--- config.mk ---
export PLATFORM = sky130hd
export DESIGN_NAME = bist_pattern_gen
export DESIGN_NICKNAME = d
export VERILOG_FILES = /design/src/rtl/bist_pattern_gen.sv
export SDC_FILE = /design/constraint.sdc
export NUM_CORES = 1
export LEC_CHECK = 0
export CORE_MARGIN = 2
export CORE_UTILIZATION = 45
export CTS_CLUSTER_DIAMETER = 50
export DETAILED_ROUTE_END_ITERATION = 7
export MAX_ROUTING_LAYER = met4
export PLACE_DENSITY = 0.74
export SLEW_MARGIN = 40
export SYNTH_ARGS = -nofsm -noshare
export SYNTH_HDL_FRONTEND = slang
export SYNTH_SLANG_ARGS = --single-unit
--- constraint.sdc ---
create_clock -name clk -period 2.5 [get_ports clk]
set_clock_uncertainty 0.15 [all_clocks]
set_input_delay 0.5 -clock clk [delete_from_list [all_inputs] [get_ports clk]]
set_output_delay 0.5 -clock clk [all_outputs]
set_load 0.01 [all_outputs]
--- src/rtl/bist_pattern_gen.sv ---
// bist_pattern_gen: BIST stimulus sequencer for a 4-input logic block.
//
// The block walks 16 patterns. Each pattern takes two cycles: APPLY lets the
// logic settle, and SAMPLE reads the comparator's Error_flag. It counts the
// failing patterns and records the first one that fails.
//
// Optional build macro BIST_LFSR_EN: when it is defined, the patterns come
// from a 4-bit Fibonacci LFSR (x^4+x^3+1, seed 4'b0001), and index 15 is
// forced to 4'b0000. When it is not defined, pattern n is simply n. Run
// length and timing are the same in both builds.
module bist_pattern_gen (
    input  logic       clk,
    input  logic       rst,
    input  logic       Start,
    input  logic       Abort,
    input  logic       Error_flag,
    output logic [3:0] To_Logic_X,
    output logic       Compare_en,
    output logic       Busy,
    output logic       Done,
    output logic       Pass,
    output logic [4:0] Fail_count,
    output logic [3:0] First_fail
);

    typedef enum logic [1:0] {
        S_IDLE   = 2'd0,
        S_APPLY  = 2'd1,
        S_SAMPLE = 2'd2,
        S_DONE   = 2'd3
    } state_t;

    localparam logic [3:0] LAST_IDX  = 4'd15;
    localparam logic [4:0] FAIL_MAX  = 5'd16;

`ifdef BIST_LFSR_EN
    localparam logic [3:0] FIRST_PAT = 4'b0001;
`else
    localparam logic [3:0] FIRST_PAT = 4'b0000;
`endif

    state_t     r_state;
    logic [3:0] r_idx;
    logic [3:0] r_pat;
    logic [4:0] r_fail;
    logic [3:0] r_first;

    logic [3:0] w_next_pat;
    logic       w_fail_sat;

    // Pattern for index r_idx+1. In LFSR mode, r_pat itself holds the LFSR
    // state, because the LFSR is never stepped past index 14.
    always_comb begin
        w_next_pat = 4'd0;
`ifdef BIST_LFSR_EN
        if (r_idx == 4'd14)
            w_next_pat = 4'd0;
        else
            w_next_pat = {r_pat[2:0], r_pat[3] ^ r_pat[2]};
`else
        w_next_pat = r_idx + 4'd1;
`endif
    end

    assign w_fail_sat = (r_fail == FAIL_MAX);

    // Sequencer FSM. Reset comes first. Abort beats Start while a run is
    // active, and Start is only looked at in IDLE or DONE.
    always_ff @(posedge clk) begin
        if (rst) begin
            r_state <= S_IDLE;
            r_idx   <= 4'd0;
            r_pat   <= 4'd0;
            r_fail  <= 5'd0;
            r_first <= 4'd0;
        end else begin
            case (r_state)
                S_IDLE, S_DONE: begin
                    if (Start) begin
                        r_state <= S_APPLY;
                        r_idx   <= 4'd0;
                        r_pat   <= FIRST_PAT;
                        r_fail  <= 5'd0;
                        r_first <= 4'd0;
                    end
                end
                S_APPLY: begin
                    if (Abort) begin
                        r_state <= S_IDLE;
                        r_idx   <= 4'd0;
                        r_pat   <= 4'd0;
                    end else begin
                        r_state <= S_SAMPLE;
                    end
                end
                S_SAMPLE: begin
                    if (Abort) begin
                        r_state <= S_IDLE;
                        r_idx   <= 4'd0;
                        r_pat   <= 4'd0;
                    end else begin
                        if (Error_flag) begin
                            if (!w_fail_sat)
                                r_fail <= r_fail + 5'd1;
                            if (r_fail == 5'd0)
                                r_first <= r_pat;
                        end
                        if (r_idx == LAST_IDX) begin
                            // The last pattern stays on the bus while in DONE.
                            r_state <= S_DONE;
                        end else begin
                            r_state <= S_APPLY;
                            r_idx   <= r_idx + 4'd1;
                            r_pat   <= w_next_pat;
                        end
                    end
                end
                default: begin
                    r_state <= S_IDLE;
                    r_idx   <= 4'd0;
                    r_pat   <= 4'd0;
                end
            endcase
        end
    end

    assign To_Logic_X = r_pat;
    assign Compare_en = (r_state == S_SAMPLE);
    assign Busy       = (r_state == S_APPLY) || (r_state == S_SAMPLE);
    assign Done       = (r_state == S_DONE);
    assign Pass       = Done && (r_fail == 5'd0);
    assign Fail_count = r_fail;
    assign First_fail = r_first;

endmodule

== Word-level counts from Yosys, hierarchy flattened ==
Index checks and enable logic that the tools add are counted.

* Add/sub/neg operators: 2
* Multiplexer cells: 19
* Equality and inequality tests: 12
* Reductions and logical operators: 9

{| class="wikitable"
|+ Operators by type and width
! operator !! number
|-
| $mux 4 || 7
|-
| $mux 5 || 4
|-
| $pmux 4 s3 || 1
|-
| $ne 2x2->1 const B || 5
|-
| $pmux 5 s2 || 1
|-
| $reduce_and 5->1 || 2
|-
| $mux 2 || 4
|-
| $pmux 4 s2 || 1
|-
| $pmux 2 s3 || 1
|-
| $add 5x1->5 const B || 1
|-
| $eq 5x5->1 const B || 1
|-
| $logic_not 5->1 || 1
|-
| $add 4x1->4 const B || 1
|-
| $eq 2x2->1 const B || 2
|-
| $eq 4x4->1 const B || 1
|-
| $ne 3x3->1 const B || 1
|-
| $reduce_and 3->1 || 1
|-
| $eq 2x1->1 const B || 1
|-
| $logic_not 2->1 || 1
|-
| $ne 2x1->1 const B || 1
|-
| $reduce_bool 2->1 || 1
|-
| $reduce_or 2->1 || 1
|-
| $logic_and 1x1->1 || 1
|-
| $logic_or 1x1->1 || 1
|}

* Input port bits: 5
* Register bits after elaboration: 15
* Output and inout bits: 17
* Word-level logic and storage cells: 46

== Depth between registers and ports, before layout ==
* Depth in word-level cells: 5
* Gate-level depth with buffers: 8
* Depth with buffers taken out: 6

== Least setup slack after synthesis ==
Ideal clock, no wire load.

* Path kind: register to register
* Start: register r_state[0]
* End: register r_fail[3], in the netlist Fail_count[3]
* Setup time: 0.070 ns
* Slack: 0.613 ns
* Data arrival time: 1.667 ns
* Stages on the path, launching flop included: 7
* Path through: dfxtp_1 inv_1 ha_1 nand2b_2 o2111ai_1 or4_1 a21oi_1

* Word-level cells in the longest chain between the ends: 4
* Elaborated cells between the ends (all ways): 11
* Those cells by class: eq/ne (6); mux (1); reduce/logical (4)

{| class="wikitable"
|+ Ends and longest elaborated chain
! element !! RTL line !! source
|-
| start: declaration || 42 || <nowiki>state_t r_state;</nowiki>
|-
| start signal: assignment || 71 || <nowiki>r_state <= S_IDLE;</nowiki>
|-
| start signal: assignment || 80 || <nowiki>r_state <= S_APPLY;</nowiki>
|-
| start signal: assignment || 89 || <nowiki>r_state <= S_IDLE;</nowiki>
|-
| $eq 2x2->1 / $logic_not 2->1 (equally long branches) || 77 || <nowiki>case (r_state)</nowiki>
|-
| $reduce_or 2->1 || 77 ||
|-
| $ne 2x2->1 (no source line) / $reduce_bool 2->1 (equally long branches) || n/a ||
|-
| $reduce_and 5->1 (no source line) || n/a ||
|-
| end signal: assignment || 104 || <nowiki>r_fail <= r_fail + 5'd1;</nowiki>
|-
| end: declaration || 45 || <nowiki>logic [4:0] r_fail;</nowiki>
|}

Several ways; a longest one is shown, not always the timed one.
A chain may end at the register's enable or synchronous reset.

== Worst setup path after layout ==
* Start: register r_state[1]
* End: output port Compare_en

* Word-level cells in the longest chain between the ends: 1

{| class="wikitable"
|+ Ends and longest elaborated chain
! element !! RTL line !! source
|-
| $eq 2x2->1 || 128 || <nowiki>assign Compare_en = (r_state == S_SAMPLE);</nowiki>
|-
| end: declaration || 18 || <nowiki>output logic Compare_en,</nowiki>
|}

No other way between the ends.

==> flow_summary.yaml <==
global_routing:
  grt_pass1_vias: 847
  top_usage_layer: "met2"
  met3_usage_pct: 6.67
  grt_usage_pct: 22.3
  antenna_found_initial: 0
  grt_max_degree: 13
  grt_use_met1_pct: 26.2
  grt_pass1_wl_um: 3520
  grt_overflow: 0
  met2_usage_pct: 36.3
cts:
  cts_tree: "yes"
  clkTransAtPathRegs_ns: 0.09
  cts_root_buffer: "clkbuf_4"
  clock_sinks: 15
  clockBufferDepth: 2
  clk-insertion-delay-late_ns: 0.28
  cts_hold_buf: 0
  cts_htree_levels: 1
  cts_buffers: 3
power:
  ir_drop_mv: 0.254
  p_per_area_nw_per_um2: 409
  leakage_nw: 0.435
routing:
  ant_nets: 0
  vias: 857
  routed_wl_um: 2040
  drc: 0
  wl_per_cell_um: 13.2
  drt_first_pass_iters: 4
  first_iter_violations: 32
  via_per_inst: 5.53
synth:
  synth_top_area_share_pct: 34.1
  synthXorXnorAreaFrac_pct: 0
  synth_fa_ha_area_share_pct: 9.94
  synth.area.mux_share_pct: 1.14
  postSynthCellCount: 103
  synth-compound-area-share_pct: 24.9
  synth_edf_count: 0
  yosysSeqAreaShare_pct: 34.1
  synth_top_area_cell: "dfxtp_1"
  synth-simple-area-share_pct: 24.7
  syn_nets: 115
  async_flop_share_pct: 0
  ys_ff_latch: 15
  synthFlopType: "dfxtp_1"
  ys_top_cells_by_area: "dfxtp_1 34%, ha_1 9.9%, a21oi_1 5.7%"
  syn-mean-instance-area_um2: 8.55
  synth_cell_types: 35
  yosysWarnings: 0
  netlist_area_um2: 881
  synth_top_family_by_area: "compound AO/OA/AOI/OAI gates"
floorplan:
  core_area_um2: 1900
  fp.dieW_um: 48.2
  ios: 22
  num_rows: 16
  dieArea_um2: 2330
  start_util_pct: 46.3
  dieHeight_um: 48.2
sta:
  tightest_slew_ns: 0.357
  fmax_mhz: 424
  hold_viol: 0
  worst_hold_slack_ns: 0.334
  fin_crit_ns: 2.36
  finalMaxSlewViolations: 0
  fin_crit_sh_pct: 94.3
  maxSlewHeadroom_pct: 76.2
  timing.setup.tns_ns: 0
  rsz0062_at_grt: "false"
  setup_viol: 0
critical_path:
  worstSetupPathType: "reg2out"
  r2r-end: "Fail_count[3]"
  start_kind: "flip-flop"
  r2r_slack_ns: 0.47
  r2r_start: "r_state[0]"
  arrival_ns: 1.71
  worstRegToRegCells: 6
  path_max_fanout: 10
  cp-end-kind: "primary output"
  required_ns: 1.85
layout:
  nNetsFinal: 141
  syn_to_final_growth_pct: 33.4
  final_util_pct: 61.8
  antennaDiodeCount: 0
  drive_above_1_share_pct: 13.3
  fin_area_um2: 1170
hold_path:
  min_path_type: "reg2reg"
  holdPathEnd: "First_fail[1]"
  hold_depth: 2
  hold_start: "First_fail[1]"
placement:
  dp_hpwl_um: 1520
  io_buffers: 21
  placed_area_um2: 1130
  routabilityCongestion: 0.898
run_status:
  status: "finished, final reports clean"
job:
  drv_cap: 0
metrics by stage:
| stage | setup WS (ns) | std cells | total power [W] |
|---|---|---|---|
| final | 0.143 | 155 | 0.000481 |
| after global routing | 0.0434 | 155 | 0.000506 |
| after CTS | 0.0137 | 155 | 0.000484 |
| after detailed placement | 0.227 | 151 | 0.000346 |
| after global placement | 0.257 | 151 | 0.000343 |
| after floorplan | 0.613 | 103 | 0.000308 |
metal layers:
layer	routed length [um]	part of all wire, %
met1	920	45
met2	1020	50
met3	83	4.1
met4	13	0.64
met5	0	0
Yosys cell counts (all sizes together) (3+ instances only):
master and n:
ha 7, a21oi 10, nor2 6, nand3 8, inv 7, o21ai 10, nand4 3, dfxtp 15
nand2b 4, nand2 4
layout make-up:
| type | instances | area (um^2) |
|---|---|---|
| clock inverter | 1 | 5.00 |
| fill | 168 | 727 |
| sequential | 15 | 300 |
| clock buffer | 3 | 22.5 |
| timing repair buffer | 24 | 235 |
| inverter | 7 | 26.3 |
| tap | 27 | 33.8 |
| multi-input combinational | 78 | 552 |
kinds of logic after synthesis:
family                   Yosys count
AND/OR/NAND/NOR                   37
AO/OA/AOI/OAI                     33
flip-flops                        15
buffers and inverters             10
adder cells (fa/ha/maj)            7
multiplexers                       1
registers in the layout (all words and copies together) (netlist names):
signal / count
Fail_count: 5
First_fail: 4
To_Logic_X: 4
r_state: 2
power breakdown:
| part | leakage (nW) | switching (W) | internal [W] |
|---|---|---|---|
| registers | 0.121 | 0.00000326 | 0.000242 |
| clock network | 0.0177 | 0.0000803 | 0.0000594 |
| logic | 0.296 | 0.0000534 | 0.0000427 |
timing repair:
item	CTS	global route
resized for setup	1	3
setup endpoints to repair	1	2
buffers inserted	0	0
pin swaps	0	0
critical path, stage by stage (launching register included):
cell and delay [ns]:
dfxtp_1 0.41, ha_1 0.40, clkdlybuf4s50_1 0.61
worst max path at each step:
stage	from	end	slack [ns]
final	r_state[1]	Compare_en	0.14
after CTS	Fail_count[0]	Pass	0.01
after global routing	r_state[0]	Compare_en	0.04
after detailed placement	Fail_count[0]	Pass	0.23
after floorplan	r_state[0]	Fail_count[3]	0.61
after global placement	Fail_count[0]	Pass	0.26
layout by cell type (no fill, tap or decap), types with 2 or more instances in the layout:
master,synthesis,routed
clkdlybuf4s50_1,0,20
nand3_1,8,8
nand4_1,3,3
nand2b_1,3,3
buf_4,0,3
or4_1,2,2
dfxtp_1,15,15
a21oi_1,10,10
and2b_2,2,2
o31ai_1,2,2
o21ai_0,10,10
clkbuf_4,0,3
ha_1,7,6
nor2_1,6,6
inv_1,7,7
a31oi_1,2,2
nand2_1,4,4
a311oi_1,2,2
Note: power is estimated with default switching activity, not from simulation.
